`config.mk`:
```
export PLATFORM = sky130hd
export DESIGN_NAME = field_renderer
export DESIGN_NICKNAME = d
export VERILOG_FILES = /design/src/rtl/field_renderer.sv
export SDC_FILE = /design/constraint.sdc
export NUM_CORES = 2
export LEC_CHECK = 0
export CELL_PAD_IN_SITES_DETAIL_PLACEMENT = 2
export CELL_PAD_IN_SITES_GLOBAL_PLACEMENT = 2
export CORE_MARGIN = 4
export CORE_UTILIZATION = 44
export DETAILED_ROUTE_END_ITERATION = 6
export GPL_TIMING_DRIVEN = 0
export HOLD_SLACK_MARGIN = 0.15
export PLACE_DENSITY = 0.91
export SYNTH_ARGS = -nofsm -noshare
export SYNTH_HDL_FRONTEND = slang
export SYNTH_SLANG_ARGS = --single-unit
```
`constraint.sdc`:
```
create_clock -name Clk -period 5.64 [get_ports Clk]
set_input_delay 0.846 -clock Clk [delete_from_list [all_inputs] [get_ports Clk]]
set_output_delay 0.846 -clock Clk [all_outputs]
set_load 0.05 [all_outputs]
```
`src/rtl/field_renderer.sv`:
```
// rtl/field_renderer.sv - Tetris playfield store, line-clear sequencer and 2-stage pixel renderer
// Optional macro FIELD_GRID_LINES_EN: empty cells draw 404040 on their last pixel row/column.
module field_renderer #(
  parameter int          COLS         = 10,
  parameter int          ROWS         = 20,
  parameter int          CELL         = 24,
  parameter int          FIELD_X0     = 210,
  parameter int          FIELD_Y0     = 0,
  parameter int          WALL_W       = 20,
  parameter int          CODE_W       = 3,
  parameter logic [23:0] FLASH_CYCLES = 24'd6000000,
  localparam int         RW           = $clog2(ROWS),
  localparam int         CW           = $clog2(COLS),
  localparam int         LW           = $clog2(ROWS + 1)
) (
  input  logic              Clk,
  input  logic              Reset,
  input  logic [9:0]        DrawX,
  input  logic [9:0]        DrawY,
  input  logic              is_shape,
  input  logic              is_boundary,
  input  logic              wr_en,
  input  logic [RW-1:0]     wr_row,
  input  logic [CW-1:0]     wr_col,
  input  logic [CODE_W-1:0] wr_code,
  input  logic              clear_start,
  output logic              clear_busy,
  output logic              clear_done,
  output logic [LW-1:0]     lines_cleared,
  output logic              is_background,
  output logic [7:0]        backRed,
  output logic [7:0]        backGreen,
  output logic [7:0]        backBlue
);

  typedef enum logic [2:0] {S_IDLE, S_SCAN, S_FLASH, S_COLLAPSE, S_DONE} state_t;
  typedef enum logic [1:0] {R_OUT, R_WALL, R_FG, R_FIELD} region_t;

  logic [CODE_W-1:0] grid [ROWS][COLS];
  state_t            state;
  logic [ROWS-1:0]   full_mask, mask_n;
  logic [RW-1:0]     scan_row, dst, src_idx;
  int                src, src_eff;
  logic [23:0]       flash_cnt;
  logic              row_full;
  logic [LW-1:0]     lines_n;

  function automatic logic [23:0] palette(input logic [CODE_W-1:0] code);
    case (int'(code))
      0:       palette = 24'h000000;
      1:       palette = 24'h00FFFF;
      2:       palette = 24'hFFFF00;
      3:       palette = 24'h800080;
      4:       palette = 24'h00FF00;
      5:       palette = 24'hFF0000;
      6:       palette = 24'h0000FF;
      7:       palette = 24'hFFA500;
      default: palette = 24'h808080;
    endcase
  endfunction

  always_comb begin
    row_full = 1'b1;
    for (int c = 0; c < COLS; c++)
      if (grid[scan_row][c] == '0) row_full = 1'b0;
    mask_n = full_mask | (ROWS'(row_full) << scan_row);
    lines_n = '0;
    for (int r = 0; r < ROWS; r++) lines_n = lines_n + LW'(full_mask[r]);
    // Nearest unflagged row at or above src; -1 means the field above is exhausted.
    src_eff = -1;
    for (int r = 0; r < ROWS; r++)
      if (r <= src && !full_mask[r]) src_eff = r;
    src_idx = RW'(src_eff);
  end

  always_ff @(posedge Clk) begin
    if (Reset) begin
      state         <= S_IDLE;
      clear_busy    <= 1'b0;
      clear_done    <= 1'b0;
      lines_cleared <= '0;
      full_mask     <= '0;
      scan_row      <= '0;
      dst           <= '0;
      src           <= 0;
      flash_cnt     <= '0;
      for (int r = 0; r < ROWS; r++)
        for (int c = 0; c < COLS; c++) grid[r][c] <= '0;
    end else begin
      clear_done <= 1'b0;
      case (state)
        S_IDLE: begin
          if (wr_en && int'(wr_row) < ROWS && int'(wr_col) < COLS)
            grid[wr_row][wr_col] <= wr_code;
          if (clear_start) begin
            state      <= S_SCAN;
            clear_busy <= 1'b1;
            scan_row   <= RW'(ROWS - 1);
            full_mask  <= '0;
          end
        end
        S_SCAN: begin
          full_mask <= mask_n;
          if (scan_row == '0) begin
            if (mask_n == '0) begin
              state         <= S_DONE;
              clear_done    <= 1'b1;
              lines_cleared <= '0;
            end else begin
              state     <= S_FLASH;
              flash_cnt <= '0;
            end
          end else begin
            scan_row <= scan_row - RW'(1);
          end
        end
        S_FLASH: begin
          if (flash_cnt == FLASH_CYCLES - 24'd1) begin
            state <= S_COLLAPSE;
            dst   <= RW'(ROWS - 1);
            src   <= ROWS - 1;
          end else begin
            flash_cnt <= flash_cnt + 24'd1;
          end
        end
        S_COLLAPSE: begin
          for (int c = 0; c < COLS; c++)
            grid[dst][c] <= (src_eff >= 0) ? grid[src_idx][c] : '0;
          src <= src_eff - 1;
          if (dst == '0) begin
            state         <= S_DONE;
            clear_done    <= 1'b1;
            lines_cleared <= lines_n;
          end else begin
            dst <= dst - RW'(1);
          end
        end
        S_DONE: begin
          state      <= S_IDLE;
          clear_busy <= 1'b0;
        end
        default: state <= S_IDLE;
      endcase
    end
  end

  int            rx, ry;
  region_t       rgn_n, s1_rgn;
  logic [RW-1:0] row_n, s1_row;
  logic [CW-1:0] col_n, s1_col;
  logic [23:0]   field_rgb, rgb;

  // Cell index found by comparing against cell boundaries rather than dividing.
  always_comb begin
    rx = int'(DrawX) - FIELD_X0;
    ry = int'(DrawY) - FIELD_Y0;
    row_n = '0;
    col_n = '0;
    for (int i = 1; i < ROWS; i++) if (ry >= i * CELL) row_n = RW'(i);
    for (int i = 1; i < COLS; i++) if (rx >= i * CELL) col_n = CW'(i);
    if ((ry >= 0) && (ry < ROWS * CELL) &&
        (((rx >= -WALL_W) && (rx < 0)) || ((rx >= COLS * CELL) && (rx < COLS * CELL + WALL_W))))
      rgn_n = R_WALL;
    else if (is_shape || is_boundary)
      rgn_n = R_FG;
    else if ((ry >= 0) && (ry < ROWS * CELL) && (rx >= 0) && (rx < COLS * CELL))
      rgn_n = R_FIELD;
    else
      rgn_n = R_OUT;
  end

`ifdef FIELD_GRID_LINES_EN
  logic grid_edge_n, s1_grid_edge;
  always_comb begin
    grid_edge_n = 1'b0;
    for (int i = 0; i < COLS; i++) if (rx == i * CELL + CELL - 1) grid_edge_n = 1'b1;
    for (int i = 0; i < ROWS; i++) if (ry == i * CELL + CELL - 1) grid_edge_n = 1'b1;
  end
  always_ff @(posedge Clk) s1_grid_edge <= Reset ? 1'b0 : grid_edge_n;
`endif

  always_comb begin
    if (state == S_FLASH && full_mask[s1_row])
      field_rgb = 24'hFFFFFF;
`ifdef FIELD_GRID_LINES_EN
    else if (grid[s1_row][s1_col] == '0 && s1_grid_edge)
      field_rgb = 24'h404040;
`endif
    else
      field_rgb = palette(grid[s1_row][s1_col]);
  end

  always_ff @(posedge Clk) begin
    if (Reset) begin
      s1_rgn        <= R_OUT;
      s1_row        <= '0;
      s1_col        <= '0;
      is_background <= 1'b0;
      rgb           <= '0;
    end else begin
      s1_rgn <= rgn_n;
      s1_row <= row_n;
      s1_col <= col_n;
      case (s1_rgn)
        R_WALL:  begin is_background <= 1'b1; rgb <= 24'h87CEEB; end
        R_FIELD: begin is_background <= 1'b1; rgb <= field_rgb;  end
        default: begin is_background <= 1'b0; rgb <= 24'hFFFFFF; end
      endcase
    end
  end

  assign {backRed, backGreen, backBlue} = rgb;

endmodule

```
==> summary.txt, run 1 <==
Rows = 135
Worst EP Category = sequential cell input
root buf cell = clkbuf_16
clock tree buffer depth = 3
IO Count = 70
Area contributors post-synth = edfxtp_1 (48%), mux4_2 (12%), nor3_1 (5.4%), dfxtp_1 (3.6%), mux2i_1 (3.2%)
Die Width = 379 um
synth warn = 0
Main synth FF type = edfxtp_1
status = aborted with a tool error
Cell Area, Placed = 64700 um^2
CTS Buf Count = 120
die height = 379 um
Total Routing Usage GR = 76.1%
flops & latches, synth = 1070
most frequent cells after synthesis = edfxtp_1 (960), nor3_1 (654), nand2_1 (455), mux4_2 (315), nor2_1 (285)
initial core utilization = 44.5%
syn_area_per_cell = 11.6 um^2
Netlist cell types = 103
CTS Sinks = 1070
grt repair worst endpoint = grid[24][8]$_DFFE_PP_/DE
Seq/Total Area, Yosys = 51.3%
Post-synth EDFFs = 960
FFs w/ async S/R, synth = 0%
largest net degree at the start of global routing = 20
Net Count, Synth = 5281
DPL Wire Length = 326 mm
Error = [ERROR GRT-0232] Routing congestion too high. Check the congestion heatmap in the GUI.
cts hold-fix bufs = 0
most common cell in the netlist = edfxtp_1
Syn Inst Count = 5207
Stop stage = global routing (5_1_grt)
I/O Buffers = 59
leading area contributor after synthesis = edfxtp_1
RePlAce Congestion = 1.16
Post-Syn Area = 60400 um^2
H-tree levels = 3
global route overflow = 74
top cell type's share of synthesized area = 47.7%
[layer usage]
layer	global-route usage, %	overflow
met3	64.4	7
met1	77.1	8
met5	45.1	1
met4	71.5	23
met2	89.3	35
[kinds of logic after synthesis]
family,share of synthesized area (%)
compound gates,8.87
xor+xnor,0.261
fa+ha+maj,0.919
buf+inv,4.30
flops,51.3
mux,15.1
simple gates,19.2
[metrics by stage]
step	instances	setup TNS, ns	setup WS [ns]	util [%]
after floorplan	5207	0	1.59	-
after global placement	7047	-1556.97	-2.66	46.5
after detailed placement	7114	-545.98	-2.11	47.6
after CTS	7349	0	0.00702	51.1
[timing repair]
action / CTS
resized for setup: 195
setup buffers: 15
setup endpoints to repair: 1224
pin swaps: 9
endpoints found under the hold margin: 0
==> run 2: changes to the inputs <==
==> config.mk (replaced) <==
export PLATFORM = sky130hd
export DESIGN_NAME = field_renderer
export DESIGN_NICKNAME = d
export VERILOG_FILES = /design/src/rtl/field_renderer.sv
export SDC_FILE = /design/constraint.sdc
export NUM_CORES = 2
export LEC_CHECK = 0
export CORE_MARGIN = 4
export CORE_UTILIZATION = 35
export DETAILED_ROUTE_END_ITERATION = 6
export GPL_TIMING_DRIVEN = 0
export PLACE_DENSITY_LB_ADDON = 0.15
export SYNTH_ARGS = -nofsm -noshare
export SYNTH_HDL_FRONTEND = slang
export SYNTH_SLANG_ARGS = --single-unit
==> run 2 against run 1 <==
Effect of this change:
- the flow now finishes, with violations (design-rule violations, max-capacitance violations, max-slew violations, negative setup slack)
- area after synthesis unchanged
- synthesized cell count unchanged
==> summary.txt, run 2 <==
WP data arrival = 6.38 ns
Reg2Reg Setup Slack = -0.21 ns
Final Hold Viols = 0
worst path bufs/invs = 2
Final Setup Violations = 137
CP Class = reg -> reg
RePlAce Congestion = 1.09 (-6.5%)
Netlist cell types = 103 (unchanged)
routed via count = 56900
CTS Buf Count = 130 (+8.3%)
Multi-input gate area = 27500 um^2
reg2reg path depth = 12
syn_area_per_cell = 11.6 um^2 (unchanged)
DPL Wire Length = 325 mm (-0.41%)
Storage cell area = 31000 um^2
Syn Inst Count = 5207 (unchanged)
Final Max Tran Viols = 10
post-route clock period utilization = 104%
cts hold-fix bufs = 0 (unchanged)
leading area contributor after synthesis = edfxtp_1
hold_ws = 0.462 ns
most common cell in the netlist = edfxtp_1
Net Count, Synth = 5281 (unchanged)
failing checks = design-rule violations, max-capacitance violations, max-slew violations, negative setup slack
most frequent cells in the layout = edfxtp_1 (960), nor3_1 (633), nand2_1 (448)
fill cell count = 16600
core area = 172000 um^2
H-tree levels = 4 (+1)
final cell count without fillers = 7959
worst setup path end = grid[18][16]$_SDFFCE_PN0P_
CTS Sinks = 1070 (unchanged)
Rows = 152 (+13%)
Stages on worst setup path = 12
Worst Path Required = 6.17 ns
FFs w/ async S/R, synth = 0% (unchanged)
worst r2r dst = grid[18][16]$_SDFFCE_PN0P_
status = complete, but fails checks
drt wl/cell = 53.4 um
initial DRC count = 10300
Tmin final = 5.85 ns
initial antenna violation count = 91
IO Count = 70 (unchanged)
vias in the first global route = 51900
final setup margin = -0.214 ns
flops & latches, synth = 1070 (unchanged)
Total Routing Usage GR = 46.2%
Worst path slowest cell = o31ai_1
clock slew at reported path FFs = 0.06 ns
Slew HR = -8.06%
first-pass GRT wire length = 538 mm
worst-path cell chain = clkbuf_1 > o31a_1 > nor3_2 > a211oi_1 > o31a_2 > or2_2 > clkbuf_2 > o21ai_0 > and3_1 > o31ai_1 > nand4_1 > nor4_1
TNS Setup = -10.26 ns
CP Launch Type = flop
Post-Syn Area = 60400 um^2 (unchanged)
clock tree buffer depth = 3 (unchanged)
share of layout cells above drive strength 1 = 21.5%
Routed Antenna Nets = 0
Worst-Margin Slew = 1.62 ns
die area = 179000 um^2
Seq/Total Area, Yosys = 51.3% (unchanged)
Post-route DRC = 3
RSZ-0062 raised after global routing = no
crit path max fanout = 10
Main synth FF type = edfxtp_1
Clock Skews = 0.0421 ns
TritonCTS clock tree = built
Area contributors post-synth = edfxtp_1 (48%), mux4_2 (12%), nor3_1 (5.4%), dfxtp_1 (3.6%), mux2i_1 (3.2%)
commonest non-fill, non-tap cell in the layout = edfxtp_1
CP max stage delay = 0.83 ns
top cell type's share of synthesized area = 47.7% (unchanged)
vias per inst = 7.15
r2r startpoint = src[3]$_SDFFE_PP0P_
biggest regs = grid x960, flash_cnt x24, full_mask x20
largest net degree at the start of global routing = 20
Top reg by flops = grid
Highest Clock Rate = 171 MHz
Die Width = 424 um (+12%)
most frequent cells after synthesis = edfxtp_1 (960), nor3_1 (654), nand2_1 (455), mux4_2 (315), nor2_1 (285)
synth warn = 0 (unchanged)
Total Wirelength = 425 mm
TritonRoute pass-1 iters = 7
initial core utilization = 35.2% (-9.3 points)
root buf cell = clkbuf_16
area grow syn2layout = 17.4%
crit-path leading delay family = compound AO/OA/AOI/OAI gates
nets = 5565
final core occ = 41.3%
max_cap viols = 4
placed cell count = 7664 (+7.7%)
Worst Setup End Kind = flop
I/O Buffers = 59 (unchanged)
die height = 424 um (+12%)
global route overflow = 0
Post-synth EDFFs = 960 (unchanged)
max FFs per register = 960
beginning of the critical path = src[3]$_SDFFE_PP0P_
hold crit path type = reg -> reg
clk_lat worst skew = 0.85 ns
==> run 2: cell counts after synthesis <==
Identical to the previous run, type by type.
==> run 2: how the worst min path moves through the flow <==
stage | from | slack (ns) | cells past startpoint | to
after floorplan | flash_cnt[23]$_SDFFE_PP0P_ | 0.45 | 2 | flash_cnt[23]$_SDFFE_PP0P_
after global placement | lines_cleared[3]$_SDFFE_PP0P_ | 0.45 | 2 | lines_cleared[3]$_SDFFE_PP0P_
after detailed placement | lines_cleared[3]$_SDFFE_PP0P_ | 0.45 | 2 | lines_cleared[3]$_SDFFE_PP0P_
after CTS | lines_cleared[2]$_SDFFE_PP0P_ | 0.46 | 2 | lines_cleared[2]$_SDFFE_PP0P_
after global routing | lines_cleared[2]$_SDFFE_PP0P_ | 0.50 | 2 | lines_cleared[2]$_SDFFE_PP0P_
final | lines_cleared[2]$_SDFFE_PP0P_ | 0.46 | 2 | lines_cleared[2]$_SDFFE_PP0P_
==> run 2: through the flow <==
step | area, um^2 | setup slack (ns)
global route | 70800 | 0.00797
finish | 71000 | -0.214
CTS | 70500 | 0.00412
detailed placement | 66000 | -1.55
global placement | 63900 | -3.66
floorplan | 60400 | 1.59
==> run 2: routing by layer <==
metal | share of wire, % | up-vias | track usage [%]
li1 | - | 21000 | -
met2 | 41 | 5099 | 65.4
met4 | 9.7 | 46 | 35.3
met1 | 36 | 29300 | 55.6
met5 | 0.081 | - | 0
met3 | 13 | 1448 | 19.4
==> run 2: final cells by class <==
class | count | area share, %
Tap cell | 2310 | 4.07
Antenna cell | 58 | 0.205
Inverter | 76 | 0.413
Multi-Input combinational cell | 3600 | 38.8
Sequential cell | 1070 | 43.7
Clock inverter | 65 | 0.834
Clock buffer | 167 | 4.96
Buffer | 456 | 3.67
Timing Repair Buffer | 157 | 3.30
==> run 2: cell families after synthesis <==
family / share of synthesized area (%)
xor gates and xnor gates: 0.261
DFF: 51.3
adders and majority gates: 0.919
and+or+nand+nor: 19.2
AOI/OAI and AO/OA: 8.87
muxes: 15.1
buffers and inverters: 4.30
==> run 2: repair_timing <==
| item | in CTS | in global routing |
|---|---|---|
| endpoints found under the setup margin | 1102 | 746 |
| resized for setup | 138 | 65 |
| pin swaps | 4 | 7 |
| setup buffers | 6 | 3 |
==> run 2: worst min-delay path, stage by stage, from the launching register on <==
cell and delay, ns:
dfxtp_1 0.31, nand2_1 0.05, a21oi_1 0.05
Power of run 2 is not shown: default switching activity piles up to over one toggle a cycle in this logic, so the estimate is an artifact.
